<file path="src/rtl/asym_fifo_n2w.sv">
// Narrow-to-wide asymmetric FIFO: one DATA_WIDTH word in per write, one 2*DATA_WIDTH
// word out per read. Each wide word is two consecutive narrow writes, earliest in the
// low half. Read data is first-word fall-through and reads as zero while empty.
module asym_fifo_n2w #(
    parameter int unsigned DATA_WIDTH = 4,
    parameter int unsigned ADDR_WIDTH = 3
) (
    input  logic                    clk,
    input  logic                    reset,
    input  logic                    wr,
    input  logic [DATA_WIDTH-1:0]   w_data,
    input  logic                    rd,
    output logic [2*DATA_WIDTH-1:0] r_data,
    output logic                    full,
    output logic                    empty
);

    localparam int unsigned Depth = 2 ** ADDR_WIDTH;

    // Storage is deliberately left without reset; validity is tracked by the pointers.
    logic [DATA_WIDTH-1:0] mem_q [Depth];

    // w_ptr counts narrow words, r_ptr counts wide words; both carry a wrap bit.
    logic [ADDR_WIDTH:0]   w_ptr_q, w_ptr_d;
    logic [ADDR_WIDTH-1:0] r_ptr_q, r_ptr_d;

    logic [ADDR_WIDTH:0]   rd_base;
    logic [ADDR_WIDTH:0]   count;
    logic [ADDR_WIDTH-1:0] rd_idx_lo;
    logic [ADDR_WIDTH-1:0] rd_idx_hi;
    logic                  rd_acc;
    logic                  wr_acc;

    // Occupancy, flags and accept decisions, all from pre-edge pointer state.
    always_comb begin
        rd_base   = {r_ptr_q, 1'b0};
        count     = w_ptr_q - rd_base;
        empty     = (count < (ADDR_WIDTH + 1)'(2));
        full      = (count == (ADDR_WIDTH + 1)'(Depth));
        rd_idx_lo = rd_base[ADDR_WIDTH-1:0];
        rd_idx_hi = rd_idx_lo | ADDR_WIDTH'(1);
        rd_acc    = rd && !empty;
        // A read in the same cycle frees room, so a write into a full FIFO still lands.
        wr_acc    = wr && (!full || rd_acc);
    end

    // Head wide word, forced to zero while no complete pair is held.
    always_comb begin
        r_data = '0;
        if (!empty) begin
            r_data = {mem_q[rd_idx_hi], mem_q[rd_idx_lo]};
        end
    end

    // Pointer next-state.
    always_comb begin
        w_ptr_d = w_ptr_q;
        r_ptr_d = r_ptr_q;
        if (wr_acc) begin
            w_ptr_d = w_ptr_q + 1'b1;
        end
        if (rd_acc) begin
            r_ptr_d = r_ptr_q + 1'b1;
        end
    end

    // Pointer registers; async reset empties the FIFO immediately.
    always_ff @(posedge clk or posedge reset) begin
        if (reset) begin
            w_ptr_q <= '0;
            r_ptr_q <= '0;
        end else begin
            w_ptr_q <= w_ptr_d;
            r_ptr_q <= r_ptr_d;
        end
    end

    // Narrow word storage write.
    always_ff @(posedge clk) begin
        if (wr_acc) begin
            mem_q[w_ptr_q[ADDR_WIDTH-1:0]] <= w_data;
        end
    end

endmodule
</file>
<file path="config.mk">
export PLATFORM = sky130hd
export DESIGN_NAME = asym_fifo_n2w
export DESIGN_NICKNAME = d
export VERILOG_FILES = /design/src/rtl/asym_fifo_n2w.sv
export SDC_FILE = /design/constraint.sdc
export NUM_CORES = 1
export LEC_CHECK = 0
export ABC_AREA = 1
export CAP_MARGIN = 10
export CELL_PAD_IN_SITES_DETAIL_PLACEMENT = 0
export CELL_PAD_IN_SITES_GLOBAL_PLACEMENT = 1
export CORE_MARGIN = 5
export CORE_UTILIZATION = 44
export DETAILED_ROUTE_END_ITERATION = 7
export PLACE_DENSITY = 0.79
export SYNTH_ARGS = -nofsm -noshare
export SYNTH_HDL_FRONTEND = slang
export SYNTH_SLANG_ARGS = --single-unit
</file>
<file path="constraint.sdc">
create_clock -name clk -period 2.6 [get_ports clk]
set_input_delay 0.78 -clock clk [delete_from_list [all_inputs] [get_ports clk]]
set_output_delay 0.78 -clock clk [all_outputs]
set_load 0.05 [all_outputs]
</file>
==> flow_metrics.py <==
metrics = {
    "yosys": {
        "synth-edff-count": 32,
        "netlist_instances": 176,
        "synthFlopType": "edfxtp_1",
        "synth_warnings": 0,
        "synth_common_cells": "34 x nor2_1, 33 x nand2_1, 32 x edfxtp_1, 19 x o21ai_0, 18 x inv_1",
        "async_reset_ff_share_pct": 17.9,
        "synth.most_common_cell": "nor2_1",
        "synthesis.area_um2": 1820,
        "seq_area_frac_synth_pct": 62.5,
        "syn_nets": 188,
        "synth_top_area_cell": "edfxtp_1",
        "ys_ff_latch": 39,
        "synth_area_leaders": "edfxtp_1 53%, dfrtp_1 9.6%, nor2_1 7.0%",
        "synth.top_cell.area_share_pct": 52.9,
        "synth.avg_cell_area_um2": 10.3,
        "yosysUniqueCellTypes": 20,
    },
    "cts": {
        "cts_made_buffers": 5,
        "cts-root-buf": "clkbuf_8",
        "clk_pin_slew_ns": 0.07,
        "cts_tree": "yes",
        "hold_buffers": 0,
        "cts_buffer_depth": 2,
        "numClockSinks": 39,
        "clk_latency_ns": 0.29,
        "htreeDepth": 2,
    },
    "timing": {
        "drv_slew": 0,
        "min_period_ns": 2.75,
        "max_slew_margin_pct": 65.4,
        "tightest_slew_ns": 0.516,
        "fin_skew_ns": 0.00340,
        "rsz0062_at_grt": "yes",
        "layout_worst_path_cycle_share_pct": 106,
        "hold_violations": 0,
        "fin_ws_ns": -0.150,
        "achievable-frequency_ghz": 0.364,
        "setup_violations": 10,
    },
    "worst_setup_path": {
        "cp_max_fo": 5,
        "cp-start-kind": "flop",
        "required_ns": 1.82,
        "reg2reg_to": "mem_q[2][2]",
        "ff2ff_setup_slack_ns": 0.12,
        "reg2reg_from": "w_ptr_q[1]",
        "endpoint_kind": "output port",
        "reg2reg_depth": 10,
        "worstPathArrival_ns": 1.97,
        "path_class": "flop to output port",
    },
    "job": {
        "maxCapViolCount": 0,
    },
    "status": {
        "violations": "negative setup slack",
        "status": "finished, violations left",
    },
    "cells_and_area": {
        "fin_cells": 258,
        "layout-drive-gt1-share_pct": 29.8,
        "nNetsFinal": 219,
        "fill_cells": 334,
        "synthToLayoutAreaGrowth_pct": 31.3,
        "antenna_cells": 0,
    },
    "placement": {
        "hpwl_um": 2600,
        "place_ws_ns": 0.0535,
        "placed_cells": 242,
        "gp_congestion": 0.709,
        "portBuffers": 17,
    },
    "floorplanning": {
        "start_util_pct": 45.4,
        "dieArea_um2": 5510,
        "fp-row-count": 23,
        "die_width_um": 74.3,
        "die_height_um": 74.3,
        "coreArea_um2": 4000,
        "io_pins": 18,
    },
    "drt": {
        "vias": 1302,
        "drt_first_iter_violations": 86,
        "avgRoutedWirePerCell_um": 15.7,
        "first_pass_iters": 4,
        "drtAntennaViolNets": 0,
        "routed_wl_um": 4050,
        "drc_errors": 0,
        "drt-vias-per-instance": 5.05,
    },
    "global_routing": {
        "antenna_found_initial": 0,
        "overflow": 0,
        "grt_pass1_wl_um": 6480,
        "groute.usage.overall_pct": 16.3,
        "grt_max_degree": 20,
        "grt_pass1_vias": 1321,
    },
    "hold_path": {
        "holdCritPathClass": "flop to flop",
        "holdPathStages": 2,
        "hp-start": "w_ptr_q[3]",
        "holdPathEnd": "w_ptr_q[3]",
    },
}
[through the flow]
step | TNS (ns) | util (%) | hold slack (ns) | cell area (um2)
floorplan | 0 | - | 0.484 | 1820
global placement | 0 | 53.9 | 0.504 | 2160
detailed placement | 0 | 53.9 | 0.509 | 2160
CTS | -1.08 | 58.8 | 0.527 | 2350
global route | -2.00 | 59.6 | 0.549 | 2380
finish | -1.28 | 59.6 | 0.525 | 2380
[cells in the final DEF (no fill, tap or decap)]
master           count
or2_2                1
dfrtp_1              7
clkbuf_8             5
nand2_1             26
nor2_4               1
inv_1                6
inv_2               13
xor2_1               2
nand2_2              8
nor2_1              33
nand2_4              2
fa_2                 1
o21ai_0             19
nand3_2              2
clkinv_2             1
buf_12              10
buf_4               11
inv_6                1
o21ai_1              6
edfxtp_1            32
ha_4                 1
nand3_1              4
ha_1                 2
nand3_4              4
clkdlybuf4s50_1      7
bufinv_16            1
xnor2_1              1
clkinv_1             1
[flip-flops by register name, summed over array words and instances (netlist names)]
name and flops:
r_ptr_q 3, w_ptr_q 4, mem_q 32
[per-layer routing]
metal | part of all wire [%] | track usage, %
met1 | 42 | 19.5
met2 | 52 | 28.4
met3 | 4.2 | 4.32
met4 | 1.9 | 5.93
met5 | 0 | 0
[worst max-delay path: stages (launching register included)]
cell,delay (ns)
dfrtp_1,0.36
inv_2,0.07
ha_4,0.16
fa_2,0.55
nand2_4,0.07
inv_6,0.08
nand3_4,0.11
nand2_1,0.10
inv_2,0.04
buf_12,0.14
[final cells by class]
type	instances	area (um2)	area share [%]
Multi-Input combinational cell	113	646	27.1
Clock inverter	3	38.8	1.63
Inverter	20	80.1	3.36
Tap cell	50	62.6	2.62
Sequential cell	39	1140	47.6
Clock buffer	5	68.8	2.89
Timing Repair Buffer	28	353	14.8
[how the worst max path moves through the flow]
stage / start / to / slack [ns]
floorplan: w_ptr_q[1] / empty / 0.05
global placement: w_ptr_q[1] / r_data[6] / 0.1
detailed placement: w_ptr_q[1] / r_data[6] / 0.05
CTS: r_ptr_q[0] / r_data[2] / -0.13
global route: w_ptr_q[1] / r_data[2] / -0.23
finish: w_ptr_q[1] / r_data[2] / -0.15
[repair_timing]
action,CTS,global route
resized for setup,24,3
gates cloned,1,0
setup endpoints to repair,10,10
pin swaps,10,1
endpoints found under the hold margin,0,0
setup buffers,4,3
[logic make-up (layout without fill, tap and decap cells)]
| kind of cell | after synthesis | count (layout) | synth area share [%] |
|---|---|---|---|
| AOI/OAI and AO/OA | 25 | 25 | 6.89 |
| adders and majority gates | 4 | 4 | 3.17 |
| xor gates and xnor gates | 3 | 3 | 1.45 |
| buffers and inverters | 25 | 56 | 5.78 |
| and+or+nand+nor | 80 | 81 | 20.2 |
| DFF | 39 | 39 | 62.5 |
Power is not shown: default switching activity piles up to over one toggle a cycle in this logic, so the estimate is an artifact.
